$ cat config.mk
export PLATFORM = sky130hd
export DESIGN_NAME = condicionador_entradas_flat
export DESIGN_NICKNAME = d
export VERILOG_FILES = /design/src/rtl/condicionador_entradas_if.sv /design/src/rtl/condicionador_entradas.sv /design/src/flat_wrapper.sv
export SDC_FILE = /design/constraint.sdc
export NUM_CORES = 1
export LEC_CHECK = 0
export CORE_ASPECT_RATIO = 1.25
export CORE_MARGIN = 2
export CORE_UTILIZATION = 53
export DETAILED_ROUTE_END_ITERATION = 10
export PLACE_DENSITY_LB_ADDON = 0.25
export SYNTH_ARGS = -nofsm -noshare
export SYNTH_HDL_FRONTEND = slang
export SYNTH_SLANG_ARGS = --single-unit
$ cat constraint.sdc
create_clock -name Clock -period 3.3 [get_ports Clock]
set_input_delay 0.99 -clock Clock [delete_from_list [all_inputs] [get_ports Clock]]
set_output_delay 0.99 -clock Clock [all_outputs]
set_load 0.01 [all_outputs]
$ cat src/rtl/condicionador_entradas_if.sv
// Raw board inputs and conditioned A/B levels, pulses and Busy shared between
// the input conditioner and the control unit.
interface condicionador_entradas_if;
    logic RawA;
    logic RawB;
    logic A;
    logic B;
    logic APulse;
    logic BPulse;
    logic Busy;

    modport master (
        output RawA, RawB,
        input  A, B, APulse, BPulse, Busy
    );

    modport slave (
        input  RawA, RawB,
        output A, B, APulse, BPulse, Busy
    );
endinterface

$ cat src/rtl/condicionador_entradas.sv
// Two independent input channels: 2-FF synchronizer, debounce FSM, registered level and rise pulse.
// Optional macro COND_ACTIVE_LOW_EN inverts the raw inputs (buttons that pull low when pressed).
module condicionador_entradas #(
    parameter int DEBOUNCE_CYCLES = 16,
    parameter int CNT_W           = 8
) (
    input  logic                     Clock,
    input  logic                     Reset,
    condicionador_entradas_if.slave  bus
);

    typedef enum logic [1:0] {
        STABLE_LO = 2'd0,
        CHK_HI    = 2'd1,
        STABLE_HI = 2'd2,
        CHK_LO    = 2'd3
    } state_t;

    localparam logic [CNT_W-1:0] CNT_LAST = CNT_W'(DEBOUNCE_CYCLES - 1);

    logic [1:0] raw;
    logic [1:0] raw_eff;
    logic [1:0] level;
    logic [1:0] pulse;
    logic [1:0] busy;

    assign raw = {bus.RawB, bus.RawA};

`ifdef COND_ACTIVE_LOW_EN
    assign raw_eff = ~raw;
`else
    assign raw_eff = raw;
`endif

    genvar ch;
    for (ch = 0; ch < 2; ch++) begin : g_ch
        logic             sync_p0;
        logic             sync_p1;
        state_t           state;
        state_t           state_nxt;
        logic [CNT_W-1:0] cnt;
        logic [CNT_W-1:0] cnt_nxt;
        logic             level_q;
        logic             level_nxt;
        logic             pulse_q;
        logic             pulse_nxt;

        // Stage p0/p1: synchronizer; FSM, counter, level and pulse registers
        always_ff @(posedge Clock) begin
            if (Reset) begin
                sync_p0 <= 1'b0;
                sync_p1 <= 1'b0;
                state   <= STABLE_LO;
                cnt     <= '0;
                level_q <= 1'b0;
                pulse_q <= 1'b0;
            end else begin
                sync_p0 <= raw_eff[ch];
                sync_p1 <= sync_p0;
                state   <= state_nxt;
                cnt     <= cnt_nxt;
                level_q <= level_nxt;
                pulse_q <= pulse_nxt;
            end
        end

        // Counter restarts at zero on every state change
        always_comb begin
            state_nxt = state;
            cnt_nxt   = cnt;
            level_nxt = level_q;
            pulse_nxt = 1'b0;
            case (state)
                STABLE_LO: begin
                    if (sync_p1) begin
                        state_nxt = CHK_HI;
                        cnt_nxt   = '0;
                    end
                end
                CHK_HI: begin
                    if (!sync_p1) begin
                        state_nxt = STABLE_LO;
                        cnt_nxt   = '0;
                    end else if (cnt == CNT_LAST) begin
                        state_nxt = STABLE_HI;
                        cnt_nxt   = '0;
                        level_nxt = 1'b1;
                        pulse_nxt = 1'b1;
                    end else begin
                        cnt_nxt = cnt + 1'b1;
                    end
                end
                STABLE_HI: begin
                    if (!sync_p1) begin
                        state_nxt = CHK_LO;
                        cnt_nxt   = '0;
                    end
                end
                CHK_LO: begin
                    if (sync_p1) begin
                        state_nxt = STABLE_HI;
                        cnt_nxt   = '0;
                    end else if (cnt == CNT_LAST) begin
                        state_nxt = STABLE_LO;
                        cnt_nxt   = '0;
                        level_nxt = 1'b0;
                    end else begin
                        cnt_nxt = cnt + 1'b1;
                    end
                end
                default: begin
                    state_nxt = STABLE_LO;
                    cnt_nxt   = '0;
                end
            endcase
        end

        assign level[ch] = level_q;
        assign pulse[ch] = pulse_q;
        assign busy[ch]  = (state == CHK_HI) || (state == CHK_LO);
    end

    assign bus.A      = level[0];
    assign bus.B      = level[1];
    assign bus.APulse = pulse[0];
    assign bus.BPulse = pulse[1];
    assign bus.Busy   = |busy;

endmodule

$ cat src/flat_wrapper.sv
// flat-port wrapper written by rule: the top's interface ports become plain ports
module condicionador_entradas_flat 
#(
    parameter int DEBOUNCE_CYCLES = 16,
    parameter int CNT_W           = 8
)
  (Clock, Reset, bus_RawA, bus_RawB, bus_A, bus_B, bus_APulse, bus_BPulse, bus_Busy);
  condicionador_entradas_if bus_i ();
  input  logic Clock;
  input  logic Reset;
  input wire logic [$bits(bus_i.RawA)-1:0] bus_RawA;
  input wire logic [$bits(bus_i.RawB)-1:0] bus_RawB;
  output wire logic [$bits(bus_i.A)-1:0] bus_A;
  output wire logic [$bits(bus_i.B)-1:0] bus_B;
  output wire logic [$bits(bus_i.APulse)-1:0] bus_APulse;
  output wire logic [$bits(bus_i.BPulse)-1:0] bus_BPulse;
  output wire logic [$bits(bus_i.Busy)-1:0] bus_Busy;
  assign bus_i.RawA = bus_RawA;
  assign bus_i.RawB = bus_RawB;
  assign bus_A = bus_i.A;
  assign bus_B = bus_i.B;
  assign bus_APulse = bus_i.APulse;
  assign bus_BPulse = bus_i.BPulse;
  assign bus_Busy = bus_i.Busy;
  condicionador_entradas #(.DEBOUNCE_CYCLES(DEBOUNCE_CYCLES), .CNT_W(CNT_W)) u_core (.Clock(Clock), .Reset(Reset), .bus(bus_i));
endmodule
==> flow_summary.yaml <==
route:
  dr.pass1.iters: 4
  vias: 1066
  drt-total-wl_mm: 2.53
  routedWlPerCell_um: 14.3
  drtIter0Drc: 24
  ant_nets: 0
  route.detailed.drc: 0
  viasPerCell: 6.02
pwr:
  ir_drop_v: 0.000311
  power_leakage_nw: 0.499
  p_total_mw: 0.620
  powerDensity_mw_per_mm2: 436
cts:
  ctsLongestPathBuffers: 2
  clkLatencyLatePin_ps: 340
  cts-buffers-inserted: 3
  cts_tree: "done"
  root_buffer: "clkbuf_4"
  post_cts_resized: 0
  postCtsSetupBuffers: 0
  cts_sinks: 28
  clk_pin_slew_ps: 160
  htreeDepth: 1
  cts_hold_buf: 0
timing:
  rsz0062_at_grt: "false"
  period_minus_slack_ps: 2540
  drv_slew: 0
  max_freq_ghz: 0.394
  fin_skew_ps: 10.7
  setup_violations: 0
  relSlewSlack: 0.488
  tightest_slew_ps: 761
  hold_ws_ps: 458
  finalHoldViolCount: 0
  layout_setup_ws_ps: 765
  finalCritPeriodShare: 0.768
  setup_tns_ps: 0
yosys:
  ys_ff_latch: 28
  synthFlopType: "dfxtp_1"
  synth_edf_count: 0
  ys_warn_count: 0
  synth.avg_cell_area_um2: 9.21
  yosysSeqAreaShare: 0.444
  syn_inst: 137
  syn-num-nets: 143
  async_flop_share: 0
  synth_cell_type_count: 39
  syn_area_mm2: 0.00126
die:
  dieHeight_um: 58.5
  row_count: 19
  ioPinCount: 9
  coreArea_mm2: 0.00223
  start_util: 0.564
  die_w_um: 47.6
  dieArea_mm2: 0.00279
placed_design:
  dp_cells: 173
  place.port_buffers: 8
  place_ws_ps: 569
  placed_area_mm2: 0.00137
  place.gp.congestion: 0.759
  hpwl_mm: 1.81
global_routing:
  grt_pass1_wl_mm: 4.14
  grt_pass1_vias: 988
  antenna_found_initial: 0
  grt_max_degree: 17
  track_usage: 0.209
  overflow: 0
final_layout:
  area.growth.synth_to_final_pct: 12.9
  multi_input_area_um2: 666
  drive_gt1_frac: 0.0685
  seq_area_um2: 561
  fin_area_mm2: 0.00142
  nFillCells: 219
  nets: 153
  post-route-util: 0.637
  final_cells: 177
  antennaDiodeCount: 0
setup_path:
  cp_max_fo: 6
  endpoint_kind: "output port"
  path_class: "register to output port"
  cp.required_ps: 2310
  setup.worst_path.start_class: "register"
  cp.arrival_ps: 1550
outcome:
  outcome: "complete, no violations"
job:
  cap_viol_max_count: 0
hold_path:
  holdCritPathClass: "register to register"
==> cell families after synthesis <==
family                     Yosys count  share of synthesized area
buffers and inverters                9                     0.0278
and+or+nand+nor                     55                      0.240
adders and majority gates            2                     0.0198
xor gates and xnor gates             6                     0.0417
AOI/OAI and AO/OA                   34                      0.202
muxes                                3                     0.0238
DFF                                 28                      0.444
==> worst max-delay path, cell delays in order (launching register included) <==
cell,delay (ps)
dfxtp_1,440
inv_1,150
nand2_1,100
clkdlybuf4s50_1,530
==> path summary, 6_finish.rpt <==
path / slack (ps) / cells after the start / from / endpoint
max: 760 / 3 / u_core.g_ch[1].state[0] / bus_Busy
min reg2reg: 460 / 1 / u_core.g_ch[1].sync_p0 / u_core.g_ch[1].sync_p1
max reg2reg: 1440 / 4 / u_core.g_ch[0].cnt[4] / u_core.g_ch[0].cnt[4]
min: 460 / 1 / u_core.g_ch[1].sync_p0 / u_core.g_ch[1].sync_p1
==> synth_stat cells, types with 2 or more instances <==
cell type | n | area [um2]
a22oi_1 | 2 | 15.0
o21ai_0 | 5 | 25.0
inv_1 | 5 | 18.8
nand4b_1 | 2 | 17.5
o311ai_0 | 2 | 17.5
xor2_1 | 2 | 17.5
mux2i_1 | 3 | 30.0
a31oi_1 | 6 | 37.5
nor2_1 | 8 | 30.0
nor2b_1 | 5 | 31.3
and4_1 | 2 | 17.5
dfxtp_1 | 28 | 561
a22o_1 | 2 | 17.5
clkbuf_1 | 3 | 11.3
and3_1 | 5 | 31.3
nand3_1 | 8 | 40.0
xnor2_1 | 4 | 35.0
nand2_1 | 8 | 30.0
ha_1 | 2 | 25.0
nor3_1 | 7 | 35.0
nand2b_1 | 2 | 12.5
nand4_1 | 2 | 12.5
a41oi_1 | 2 | 17.5
a21oi_1 | 7 | 35.0
==> state kept, by name, summed over array words and instances (netlist names), named ones only <==
name	cells
u_core.bus.A	1
u_core.bus.B	1
u_core.g_ch.sync_p0	2
u_core.g_ch.state	2
u_core.bus.APulse	1
u_core.g_ch.sync_p1	2
u_core.bus.BPulse	1
u_core.g_ch.cnt	16
==> cell usage in the layout, fill, tap and decap left out, types with 2 or more instances in the layout <==
cell type	n
dfxtp_1	28
nand2_1	8
nand3_1	8
nor2_1	8
clkdlybuf4s50_1	8
a21oi_1	7
nor3_1	7
a31oi_1	6
inv_1	5
and3_1	5
o21ai_0	5
nor2b_1	5
xnor2_1	4
mux2i_1	3
clkbuf_4	3
nand4_1	2
xor2_1	2
nand4b_1	2
a22oi_1	2
and4_1	2
o311ai_0	2
a22o_1	2
a41oi_1	2
nand2b_1	2
ha_1	2
==> area by class of cell <==
| cell class | instances | share of cell area |
|---|---|---|
| clock buffer | 3 | 0.0158 |
| clock inverter | 1 | 0.0211 |
| inverter | 5 | 0.0132 |
| multi-input combinational | 100 | 0.467 |
| sequential | 28 | 0.394 |
| tap | 31 | 0.0272 |
| timing repair buffer | 9 | 0.0615 |
==> per-layer routing <==
metal,up-vias,global-route usage,routed length (um)
met1,500,0.240,1100
met2,32,0.373,1290
met4,0,0.0927,48
met3,5,0.0215,83
li1,529,-,-
met5,-,0,0
==> power breakdown <==
part	leakage, nW	internal (mW)	switching, mW
Clock	0.0279	0.123	0.104
Sequential	0.227	0.344	0.00527
Combinational	0.244	0.0198	0.0242
Total	0.499	0.487	0.133
Note: power is estimated with default switching activity, not from simulation.
==> RTL change (same settings) <==
Encoding of `state_t`: now one-hot (4 bits for 4 states).
--- a/src/rtl/condicionador_entradas.sv
+++ b/src/rtl/condicionador_entradas.sv
@@ -11,7 +11,7 @@
 
-    typedef enum logic [1:0] {
-        STABLE_LO = 2'd0,
-        CHK_HI    = 2'd1,
-        STABLE_HI = 2'd2,
-        CHK_LO    = 2'd3
+    typedef enum logic [3:0] {
+        STABLE_LO = 4'b0001,
+        CHK_HI    = 4'b0010,
+        STABLE_HI = 4'b0100,
+        CHK_LO    = 4'b1000
     } state_t;
Formal check against the unedited RTL: no difference found for any inputs over 10 cycles, from zero or initial values and one cycle with Reset high; not proved beyond that.
==> RTL change against the original RTL <==
Routed wire length up 33%. Sequential share of layout area down 3.8 points. Sequential cell count up 4. Cell area up 27%. Combinational power rose to 2.9 times the old value. Global-route usage up 0.15 points. Via count up 42%. Total power up 23%. Synthesized area up 32%. Setup slack worse by 0.21 ns. First-iteration DRC count up 63%. Hold slack worse by 0.018 ns. Critical path type unchanged. Critical endpoint unchanged. Largest power group unchanged.
==> RTL change: results <==
status:
  outcome: "completed"
critical_path:
  critPathMaxStageDelay_ns: 0.57
  cp_max_fo: 10
  cp.arrival_ns: 1.76
grt:
  grtUsageTotal_pct: 21.0
  grt_pass1_vias: 1330
  use_met3_pct: 7.17
  grt_util_met1_pct: 23.5
  gr-usage-met2_pct: 36.0
  grt_pass1_wl_mm: 5.62
synthesis:
  synth_fp_nets: 206
  synthTopCellsByCount: "32 x dfxtp_1, 19 x a21oi_1, 17 x nand2_1"
  yosysSeqAreaShare_pct: 38.6
  muxShareOfSynthArea_pct: 0
  synth_compound_area_share_pct: 22.8
  synth.area.top_cells: "dfxtp_1 39%, a21oi_1 5.7%, nand2_1 3.8%"
  synthDistinctLibCells: 48
  synth-xor-area-share_pct: 2.11
  synthAdderAreaFrac_pct: 1.51
  synth.avg_cell_area_um2: 8.30
power_and_ir_drop:
  seqPwrFrac_pct: 56.2
  power.ir.vdd_worst_v: 0.000277
  p_int_w: 0.000531
  seq-power_w: 0.000428
  p_leak_nw: 0.631
route:
  wirelength_mm: 3.37
  drt_iter0_markers: 39
  avgRoutedWirePerCell_um: 13.9
clock_network:
  clk_latency_ns: 0.32
  ctsLongestPathBuffers: 2
  path_clk_slew_ns: 0.10
  htreeDepth: 2
  cts-buffers-inserted: 5
placement:
  dp_hpwl_mm: 2.39
  post-place-cells: 235
  place_ws_ns: 0.884
  gp_congestion: 0.844
timing:
  skew_ns: 0.00982
  slew_headroom_pct: 52.6
cells_and_area:
  drive_gt1_share_pct: 5.83
  final_area_mm2: 0.00180
  fillerInstances: 266
RTL change: layer usage:
layer | wire [um] | part of all wire, % | up-vias
li1 | - | - | 754
met1 | 1510 | 45 | 722
met2 | 1730 | 51 | 32
met3 | 109 | 3.2 | 4
met4 | 24 | 0.71 | 0
met5 | 0 | 0 | -
RTL change: path summary, 6_finish.rpt:
| path | from | slack (ns) | endpoint |
|---|---|---|---|
| max | u_core.g_ch[0].state[3] | 0.55 | bus_Busy |
| max reg2reg | u_core.g_ch[0].state[3] | 1.44 | u_core.g_ch[0].cnt[5] |
| min | u_core.g_ch[0].sync_p0 | 0.44 | u_core.g_ch[0].sync_p1 |
| min reg2reg | u_core.g_ch[0].sync_p0 | 0.44 | u_core.g_ch[0].sync_p1 |
RTL change: cell type report:
cell class              instances  share of cell area, %
multi-input cells             152                   53.1
flip-flops and latches         32                   35.5
repair buffers                 10                   5.27
well taps                      36                   2.50
clock buffers                   6                   2.29
inverters                       5                   1.04
clock inverters                 1                  0.278
